### src/rtl/z80_bus_sequencer_if.sv
// Z80 IO bus bundle: CPU-side strobes and address in, per-channel chip selects
// with latched direction/address out towards the peripherals.
`timescale 1ns/1ps
interface z80_bus_if #(
    parameter int NCHAN = 2
);
    logic             iorq_b;
    logic             m1_b;
    logic             wr_b;
    logic [7:0]       ab_lo;
    logic [NCHAN-1:0] cs_b;
    logic             cs_rnw;
    logic [7:0]       cs_addr;

    modport master (
        output iorq_b, m1_b, wr_b, ab_lo,
        input  cs_b, cs_rnw, cs_addr
    );

    modport slave (
        input  iorq_b, m1_b, wr_b, ab_lo,
        output cs_b, cs_rnw, cs_addr
    );
endinterface

### src/rtl/z80_bus_sequencer.sv
// Clock divider with single-step, power-on reset sequencer and IO chip-select
// decoder sitting between the gate-level Z80 core and its peripherals.
`timescale 1ns/1ps
module z80_bus_sequencer #(
    parameter int                 HALFCYCLE = 100,
    parameter int                 RST_START = 1000,
    parameter int                 RST_END   = 2000,
    parameter int                 NCHAN     = 2,
    parameter logic [NCHAN*8-1:0] IO_BASE   = {8'hC0, 8'hAA},
    parameter logic [NCHAN*8-1:0] IO_MASK   = {8'hF0, 8'hFE}
) (
    input  logic    eclk,
    input  logic    reset_b,
    input  logic    soft_rst,
    input  logic    step_mode,
    input  logic    step_req,
    output logic    cpu_clk,
    output logic    cpu_reset_b,
    z80_bus_if.slave bus
);

    localparam int             IW     = $clog2(HALFCYCLE);
    localparam logic [IW-1:0]  I_LAST = IW'(HALFCYCLE - 1);

    logic [IW-1:0]    i_q, i_d;
    logic [31:0]      c_q, c_d;
    logic             cpu_clk_q, cpu_clk_d;
    logic             cpu_reset_b_q, cpu_reset_b_d;
    logic             iorq_prev_q, iorq_prev_d;
    logic             step_pending_q, step_pending_d;
    logic             step_req_prev_q, step_req_prev_d;
    logic [NCHAN-1:0] cs_b_q, cs_b_d;
    logic             cs_rnw_q, cs_rnw_d;
    logic [7:0]       cs_addr_q, cs_addr_d;

    logic [NCHAN-1:0] chan_hit;
    logic [NCHAN-1:0] chan_sel;
    logic             wrap, rise_evt, fall_evt, strobe, step_edge;

    for (genvar gi = 0; gi < NCHAN; gi++) begin : g_decode
        assign chan_hit[gi] = ((bus.ab_lo ^ IO_BASE[8*gi +: 8]) & IO_MASK[8*gi +: 8]) == 8'h00;
    end

    // Isolate the lowest set bit so overlapping windows resolve to the lowest channel.
    assign chan_sel = chan_hit & (~chan_hit + NCHAN'(1));

    assign wrap      = (i_q == I_LAST);
    assign rise_evt  = wrap && !cpu_clk_q && (!step_mode || step_pending_q);
    assign fall_evt  = wrap && cpu_clk_q;
    assign strobe    = rise_evt && iorq_prev_q && !bus.iorq_b && bus.m1_b;
    assign step_edge = step_req && !step_req_prev_q;

    always_comb begin
        i_d             = i_q + IW'(1);
        cpu_clk_d       = cpu_clk_q;
        c_d             = (c_q == 32'hFFFF_FFFF) ? c_q : c_q + 32'd1;
        cpu_reset_b_d   = cpu_reset_b_q;
        iorq_prev_d     = iorq_prev_q;
        step_pending_d  = (step_pending_q && !rise_evt) || step_edge;
        step_req_prev_d = step_req;
        cs_b_d          = '1;
        cs_rnw_d        = cs_rnw_q;
        cs_addr_d       = cs_addr_q;

        // A blocked rising toggle parks the divider on its last count.
        if (wrap) begin
            i_d = (rise_evt || fall_evt) ? '0 : I_LAST;
        end
        if (rise_evt || fall_evt) begin
            cpu_clk_d = !cpu_clk_q;
        end

        if (c_q == 32'(RST_START)) cpu_reset_b_d = 1'b0;
        if (c_q == 32'(RST_END))   cpu_reset_b_d = 1'b1;

        if (rise_evt) begin
            iorq_prev_d = bus.iorq_b;
        end
        if (strobe && (|chan_hit)) begin
            cs_b_d    = ~chan_sel;
            cs_rnw_d  = bus.wr_b;
            cs_addr_d = bus.ab_lo;
        end

        if (soft_rst) begin
            i_d             = '0;
            cpu_clk_d       = 1'b0;
            c_d             = '0;
            cpu_reset_b_d   = 1'b1;
            iorq_prev_d     = 1'b1;
            step_pending_d  = 1'b0;
            step_req_prev_d = 1'b0;
            cs_b_d          = '1;
            cs_rnw_d        = 1'b1;
            cs_addr_d       = 8'h00;
        end
    end

    always_ff @(posedge eclk or negedge reset_b) begin
        if (!reset_b) begin
            i_q             <= '0;
            cpu_clk_q       <= 1'b0;
            c_q             <= '0;
            cpu_reset_b_q   <= 1'b1;
            iorq_prev_q     <= 1'b1;
            step_pending_q  <= 1'b0;
            step_req_prev_q <= 1'b0;
            cs_b_q          <= '1;
            cs_rnw_q        <= 1'b1;
            cs_addr_q       <= 8'h00;
        end else begin
            i_q             <= i_d;
            cpu_clk_q       <= cpu_clk_d;
            c_q             <= c_d;
            cpu_reset_b_q   <= cpu_reset_b_d;
            iorq_prev_q     <= iorq_prev_d;
            step_pending_q  <= step_pending_d;
            step_req_prev_q <= step_req_prev_d;
            cs_b_q          <= cs_b_d;
            cs_rnw_q        <= cs_rnw_d;
            cs_addr_q       <= cs_addr_d;
        end
    end

    assign cpu_clk     = cpu_clk_q;
    assign cpu_reset_b = cpu_reset_b_q;
    assign bus.cs_b    = cs_b_q;
    assign bus.cs_rnw  = cs_rnw_q;
    assign bus.cs_addr = cs_addr_q;

endmodule

### src/flat_wrapper.sv
// flat-port wrapper written by rule: the top's interface ports become plain ports
module z80_bus_sequencer_flat 
#(
    parameter int                 HALFCYCLE = 100,
    parameter int                 RST_START = 1000,
    parameter int                 RST_END   = 2000,
    parameter int                 NCHAN     = 2,
    parameter logic [NCHAN*8-1:0] IO_BASE   = {8'hC0, 8'hAA},
    parameter logic [NCHAN*8-1:0] IO_MASK   = {8'hF0, 8'hFE}
)
  (eclk, reset_b, soft_rst, step_mode, step_req, cpu_clk, cpu_reset_b, bus_iorq_b, bus_m1_b, bus_wr_b, bus_ab_lo, bus_cs_b, bus_cs_rnw, bus_cs_addr);
  z80_bus_if #(.NCHAN(NCHAN)) bus_i ();
  input  logic eclk;
  input  logic reset_b;
  input  logic soft_rst;
  input  logic step_mode;
  input  logic step_req;
  output logic cpu_clk;
  output logic cpu_reset_b;
  input wire logic [$bits(bus_i.iorq_b)-1:0] bus_iorq_b;
  input wire logic [$bits(bus_i.m1_b)-1:0] bus_m1_b;
  input wire logic [$bits(bus_i.wr_b)-1:0] bus_wr_b;
  input wire logic [$bits(bus_i.ab_lo)-1:0] bus_ab_lo;
  output wire logic [$bits(bus_i.cs_b)-1:0] bus_cs_b;
  output wire logic [$bits(bus_i.cs_rnw)-1:0] bus_cs_rnw;
  output wire logic [$bits(bus_i.cs_addr)-1:0] bus_cs_addr;
  assign bus_i.iorq_b = bus_iorq_b;
  assign bus_i.m1_b = bus_m1_b;
  assign bus_i.wr_b = bus_wr_b;
  assign bus_i.ab_lo = bus_ab_lo;
  assign bus_cs_b = bus_i.cs_b;
  assign bus_cs_rnw = bus_i.cs_rnw;
  assign bus_cs_addr = bus_i.cs_addr;
  z80_bus_sequencer #(.HALFCYCLE(HALFCYCLE), .RST_START(RST_START), .RST_END(RST_END), .NCHAN(NCHAN), .IO_BASE(IO_BASE), .IO_MASK(IO_MASK)) u_core (.eclk(eclk), .reset_b(reset_b), .soft_rst(soft_rst), .step_mode(step_mode), .step_req(step_req), .cpu_clk(cpu_clk), .cpu_reset_b(cpu_reset_b), .bus(bus_i));
endmodule
### config.mk
export PLATFORM = sky130hd
export DESIGN_NAME = z80_bus_sequencer_flat
export DESIGN_NICKNAME = d
export VERILOG_FILES = /design/src/rtl/z80_bus_sequencer_if.sv /design/src/rtl/z80_bus_sequencer.sv /design/src/flat_wrapper.sv
export SDC_FILE = /design/constraint.sdc
export NUM_CORES = 1
export LEC_CHECK = 0
export CAP_MARGIN = 20
export CORE_MARGIN = 1.5
export CORE_UTILIZATION = 35
export DETAILED_ROUTE_END_ITERATION = 10
export GPL_TIMING_DRIVEN = 0
export SYNTH_ARGS = -nofsm -noshare
export SYNTH_HDL_FRONTEND = slang
export SYNTH_SLANG_ARGS = --single-unit
### constraint.sdc
create_clock -name eclk -period 6.15 [get_ports eclk]
set_input_delay 1.23 -clock eclk [delete_from_list [all_inputs] [get_ports eclk]]
set_output_delay 1.23 -clock eclk [all_outputs]
set_load 0.1 [all_outputs]
# Word-level counts from Yosys, hierarchy flattened
# Cells that the tools add are included.
word_totals:
  reg_bits: 55
  latchBits: 0
  ram_bits: 0
  mem_bits_ro: 0
  out_inout_bits: 13
  elab_cells: 67
  mem_count: 0
op_classes:
  n_addsub: 3
  mul: 0
  div_mod_pow: 0
  order_cmp: 0
  eq_ne: 5
  shifts: 0
  mux: 20
  n_bitwise: 5
  n_reduce_logical: 24
op_table:
  columns: ["cell", "count"]
  rows:
  - ["$mux 32", 2]
  - ["$add 32x1->32 const B", 1]
  - ["$eq 32x10->1 const B", 1]
  - ["$eq 32x11->1 const B", 1]
  - ["$eq 32x32->1 const B", 1]
  - ["$mux 7", 3]
  - ["$logic_not 8->1", 2]
  - ["$mux 8", 2]
  - ["$mux 1", 11]
  - ["$logic_and 1x1->1", 9]
  - ["$add 7x1->7 const B", 1]
  - ["$eq 7x7->1 const B", 1]
  - ["$not 2->2", 3]
  - ["$reduce_bool 2->1", 3]
  - ["$logic_not 1->1", 5]
  - ["$mux 2", 2]
  - ["$not 4->4", 1]
  - ["$logic_or 1x1->1", 3]
  - ["$reduce_bool 3->1", 1]
  - ["$add 2x1->2 const B", 1]
  - ["$and 2x2->2", 1]
  - ["$ne 2x2->1 const B", 1]
  - ["$reduce_or 2->1", 1]

# Depth between registers and ports, before layout
# Gate-level depths: netlist of run 1.
logic_depth:
  word_depth: 9
  depth_mapped: 8
  depth_no_buf: 7

# Worst setup path before layout of run 1
# No wires, ideal clock.
synth_path:
  kind: "in2reg"
  start: "input port bus_ab_lo[4]"
  end: "register u_core.cs_rnw_q (netlist: u_core.bus.cs_rnw)"
  arrival_time_ps: 2836
  required_time_ps: 6068
  setup_slack_ps: 3232
  cell_stages: 5
  path_buffers: 0
  cell_sequence: "nand2b_1 -> or3b_2 -> a2111oi_4 -> nor2b_1 -> a211o_1"
synth_via:
  elab_chain_cells: 4
synth_rtl:
  columns: ["element", "line_no", "rtl"]
  rows:
  - ["start: declaration", "flat_wrapper.sv:23", "input wire logic [$bits(bus_i.ab_lo)-1:0] bus_ab_lo;"]
  - ["$logic_not 8->1", "z80_bus_sequencer.sv:41", "assign chan_hit[gi] = ((bus.ab_lo ^ IO_BASE[8*gi +: 8]) & IO_MASK[8*gi +: 8]) == 8'h00;"]
  - ["$reduce_or 2->1 *", "z80_bus_sequencer.sv:79", "if (strobe && (|chan_hit)) begin"]
  - ["$logic_and 1x1->1 *", "z80_bus_sequencer.sv:79", null]
  - ["$reduce_bool 2->1 (no line) *", null, null]
  - ["end signal: assignment", "z80_bus_sequencer.sv:120", "cs_rnw_q <= cs_rnw_d;"]
  - ["end: declaration", "z80_bus_sequencer.sv:33", "logic cs_rnw_q, cs_rnw_d;"]
# Mark *: on every way between the ends. The rest lies on a longest branch, timed or not.
# A chain may end at the register's enable or synchronous reset.

# Worst setup path in the final report of run 1
layout_path:
  start: "register u_core.cs_rnw_q (netlist: u_core.bus.cs_rnw)"
  end: "output port bus_cs_rnw"
layout_lines:
  columns: ["element", "line_no", "rtl"]
  rows:
  - ["end: declaration", "flat_wrapper.sv:25", "output wire logic [$bits(bus_i.cs_rnw)-1:0] bus_cs_rnw;"]
# No word-level cell between the ends.

==> results by stage, run 1 <==
Die:
- The initialized floorplan defines 32 standard-cell rows.
- The die is between 90 and 100 um tall.
- The initial core utilization is 36.7%.
- The die is ~94 um wide.
- After floorplanning, the core was sized to cover approximately 7800 um^2.
- The count of boundary I/O pins is 29.
- The floorplan die area is 8770 um^2.

Routing:
- After detailed routing, the average wire length per cell comes to around 14 um.
- After the first detailed-routing iteration, the DRC count stood at roughly 110.
- Dividing the detail-routed via count by the number of cells gives 5.21.
- The routed layout has approximately 2300 vias.
- The count of antenna-violating nets left after detailed routing is 0.
- The DRC violation count after routing is 0.
- After detailed routing, the total wire length is about 6400 um.
- The number of detailed-route iterations in the first pass is 4.

STA:
- The hold violation total from the final report came to 0.
- Summed over all failing endpoints, the final setup total negative slack is 0 ps.
- The worst clock skew is approximately 11 ps.
- The worst path needs ~3200 ps of the cycle, external delays included.
- Setup violations remaining at the end of the flow were counted as 0.
- The slew at the pin closest to its max-slew limit is slightly below 1000 ps.
- Across all hold checks on the routed design, the worst slack comes to a little over 500 ps.
- For this run, the top clock speed supported by timing is between 300 and 400 MHz.
- The final max-slew violation count is 0.
- After layout, the worst path uses a little over half of the clock period.
- Setup repair after global routing left no endpoint under its margin.
- The final worst-path setup slack is roughly 2900 ps.
- In this run the tightest slew margin relative to its limit is 34.7%.

Placement:
- The routability congestion estimate from global placement is between 0.8 and 0.9.
- Prior to clock tree synthesis, the placed netlist has a worst setup slack of around 2700 ps.
- Detailed placement ended at an HPWL of between 4000 and 5000 um.
- During placement, the flow inserted port buffers numbering 27.

Synth:
- In this run the cell area of the synthesized design comes to 2880 um^2.
- Yosys attributes the largest share of cell area to sky130_fd_sc_hd__dfrtp_1 43%, sky130_fd_sc_hd__xnor2_1 6.7%, sky130_fd_sc_hd__nor2_1 6.3%, sky130_fd_sc_hd__dfstp_2 4.6%, sky130_fd_sc_hd__nand2_1 2.5%.
- The netlist uses 42 different library cells.
- When the netlist entered floorplanning its net count stood at 324.
- The fraction of registers with async set or reset after synthesis is 100%.
- Yosys mapped a number of flops with a built-in enable equal to 0.
- The average instance in the mapped netlist occupies 9.43 um^2.
- During synthesis, Yosys emitted a total of 0 warnings.
- The fraction of the yosys area taken by sequential cells is around 48%.
- The largest area contributor in the synthesized netlist is sky130_fd_sc_hd__dfrtp_1.
- After technology mapping, the gate count stands at 305.
- The count of state elements after synthesis is 55.
- The dominant synthesized flop cell is sky130_fd_sc_hd__dfrtp_1.
- The top-area cell type share of the netlist area is 43.5%.

Clocking:
- Buffers inserted to repair hold after CTS numbered 0.
- The number of clock sinks seen by CTS is between 50 and 60.
- Clock tree synthesis selected as its root buffer the cell sky130_fd_sc_hd__clkbuf_8.
- Buffers added to address setup during post-CTS repair amount to 0.
- Clock latency on the worst-skew pair, taken at its later pin, is 310 ps.
- The clock tree from TritonCTS is yes.
- The number of H-tree branching levels is 2.
- Clock-pin slew was measured on the worst setup and hold paths at around 100 ps.
- The number of buffers added by the clock tree synthesis step is 5.
- No sink is reached through more buffers than the 2 on the longest clock path.
- The number of cells upsized or downsized after cts is 0.

Critical path:
- The signal arrival time at the worst endpoint is about 2000 ps.
- The slowest stage of the critical path belongs to the cell sky130_fd_sc_hd__clkdlybuf4s50_1.
- The critical path required time is 4920 ps.
- The endpoint of the most critical register-to-register path is u_core.bus.cs_rnw.
- The critical register-to-register path startpoint is u_core.i_q[2].
- The worst setup path is captured at a primary output.
- Counting cells, the worst reg-to-reg path comes to 6.
- The most critical setup path has its startpoint at u_core.bus.cs_rnw.
- The worst setup path category is reg -> out.
- Following the worst setup path forward leads to its endpoint at bus_cs_rnw.
- In this design, the largest share of critical-path delay is due to buffers and inverters.
- In this run the number of cells on the critical path is 1.
- The highest net fanout along the worst path is 2.
- The buffering stage count on the worst path with inverters included is 1.
- The signal on the critical path passes through clkdlybuf4s50_1.
- In this design, the stage delay of the slowest critical-path cell is 1130 ps.
- The nature of the critical path startpoint is a flip-flop.
- For flop-to-flop paths, the worst setup slack is roughly 3400 ps.

GRT:
- Across every metal layer, demand over resource in global routing totals 15.5%.
- Entering global routing, the biggest net connects 32 pins.
- The first-pass GRT wire length is 10800 um.
- Global routing finished with a remaining overflow of 0.
- The initial antenna violation count is 0.
- The number of global-route vias before repair is roughly 2300.

Finish:
- Leaving out fill and tap cells, the most frequent cell in the layout is sky130_fd_sc_hd__dfrtp_1.
- The layout filler cell count is about 800.
- 0 antenna diodes ended up in the layout.
- Of the cells placed in the final design, the portion with a size suffix greater than 1 is under 10%.
- The area added between synthesis and finish is 17.7%.
- For this run, the post-layout net count is 360.
- The top cell types in the final layout, fill and taps aside, are 50 x sky130_fd_sc_hd__dfrtp_1, 48 x sky130_fd_sc_hd__nor2_1, 26 x sky130_fd_sc_hd__clkdlybuf4s50_1.
- The end-of-flow core utilization is a little over two fifths.

Power:
- The cell leakage power is ~0.0013 uW.
- Net switching is 24.7% of the power.
- In this run, flip-flops and latches consume ~60% of the power.
- The maximum vdd ir drop is 0.105 mV.
- Combinational cells account for between 6 and 7% of the total power.
- The total power consumption of the routed design is 619 uW.
- In this run the power spent charging and discharging nets is about 150 uW.
- The internal power of the cells totals roughly 470 uW.
- The power density over cell area is approximately 180 nW/um^2.
- The clock share of power is 33.3%.

Status:
- The flow ran to the end, and the final reports show no timing, DRC or antenna violations.

Hold path:
- The path class of the lowest-slack min-delay path is reg -> reg.

Run:
- The number of maximum-capacitance violations is 0.
## routing by layer
metal  global-route usage, %  vias up  routed length, um
li1                        -     1158                  -
met1                    20.5     1105               3050
met2                    25.7       45               2990
met3                    3.07        7                248
met4                    4.60        0                 77
met5                       0        -                  0
## worst min path at each step
stage | startpoint | to | cells after the start
2_1_floorplan | u_core.i_q[0] | u_core.i_q[0] | 1
3_3_place_gp | u_core.bus.cs_addr[7] | u_core.bus.cs_addr[7] | 2
3_5_place_dp | u_core.cpu_reset_b | u_core.cpu_reset_b | 1
4_1_cts | u_core.cpu_reset_b | u_core.cpu_reset_b | 1
5_1_grt | u_core.cpu_reset_b | u_core.cpu_reset_b | 1
6_report | u_core.cpu_reset_b | u_core.cpu_reset_b | 1
## stage by stage
stage	area (um^2)	instances
floorplan	2880	305
global placement	3270	434
detailed placement	3290	435
CTS	3380	443
global route	3390	444
finish	3390	444
## area by class of cell
type	count	area (um^2)	area share [%]
buffer	15	57.6	1.70
clock buffer	5	68.8	2.03
clock inverter	3	23.8	0.702
inverter	10	37.5	1.11
multi-input combinational	225	1400	41.3
sequential	55	1380	40.8
tap	102	128	3.77
timing repair buffer	29	290	8.57
## registers in the layout, summed over array words and instances, names as in the netlist
register and count:
u_core.c_q 32, u_core.bus.cs_addr 8, u_core.i_q 7, u_core.bus.cs_b 2, u_core.bus.cs_rnw 1, u_core.cpu_clk 1, u_core.cpu_reset_b 1, u_core.iorq_prev_q 1
u_core.step_pending_q 1, u_core.step_req_prev_q 1
## kinds of logic (layout without fill, tap and decap cells)
kind of cell	Yosys count	count (layout)	share of synthesized area (%)
flip-flops	55	55	48.1
AND/OR/NAND/NOR	147	147	26.2
AO/OA/AOI/OAI	43	43	10.9
XOR/XNOR	24	24	7.31
adder cells (fa/ha/maj)	3	3	1.31
multiplexers	8	8	2.91
buffers and inverters	25	62	3.31
## synth_stat cells (all sizes together) (6+ instances only)
master,instances
nand3,14
nor2,48
nor4,10
a31oi,7
nor2b,6
clkbuf,14
nand2,19
or4,7
a21oi,13
dfrtp,50
nand4,8
xnor2,22
nor3,10
inv,10
## power groups by stage
stage,sequential (uW),clock [uW],combinational [uW]
4_1_cts,370,216,44.3
3_3_place_gp,377,0,42.2
2_1_floorplan,376,0,18.5
3_5_place_dp,377,0,44.2
5_1_grt,371,232,48.5
6_report,370,206,42.7
(Power assumes the default switching activity.)
==> run 2: changes to the inputs <==
==> constraint.sdc (replaced) <==
create_clock -name eclk -period 3.1 [get_ports eclk]
set_input_delay 0.62 -clock eclk [delete_from_list [all_inputs] [get_ports eclk]]
set_output_delay 0.62 -clock eclk [all_outputs]
set_load 0.1 [all_outputs]
==> results of run 2 <==
Same layout as run 1 (identical final DEF). Status: complete, no violations.
Among the figures that moved: setup slack after placement 2660 ps -> 221 ps; clock-pin slew on the worst setup and hold paths 100 ps -> 110 ps; setup slack after layout 2950 ps -> 359 ps; hold slack 512 ps -> 291 ps; start point of the critical path u_core.bus.cs_rnw -> u_core.i_q[2]; end point of the critical path bus_cs_rnw -> u_core.bus.cs_rnw; register-to-register setup slack 3410 ps -> 360 ps; total power 619 uW -> 1230 uW; worst IR drop on VDD 0.105 mV -> 0.208 mV
==> run 3: changes to the inputs <==
--- a/config.mk
+++ b/config.mk
@@ -8,6 +8,7 @@
 export CAP_MARGIN = 20
 export CORE_MARGIN = 1.5
 export CORE_UTILIZATION = 35
+export CTS_CLUSTER_DIAMETER = 50
 export DETAILED_ROUTE_END_ITERATION = 10
 export GPL_TIMING_DRIVEN = 0
 export SYNTH_ARGS = -nofsm -noshare
==> results of run 3 <==
Same layout as run 1 (identical final DEF). Status: complete, no violations.
Among the figures that moved: setup slack after placement 2660 ps -> 221 ps; clock-pin slew on the worst setup and hold paths 100 ps -> 110 ps; setup slack after layout 2950 ps -> 359 ps; hold slack 512 ps -> 291 ps; start point of the critical path u_core.bus.cs_rnw -> u_core.i_q[2]; end point of the critical path bus_cs_rnw -> u_core.bus.cs_rnw; register-to-register setup slack 3410 ps -> 360 ps; total power 619 uW -> 1230 uW; worst IR drop on VDD 0.105 mV -> 0.208 mV
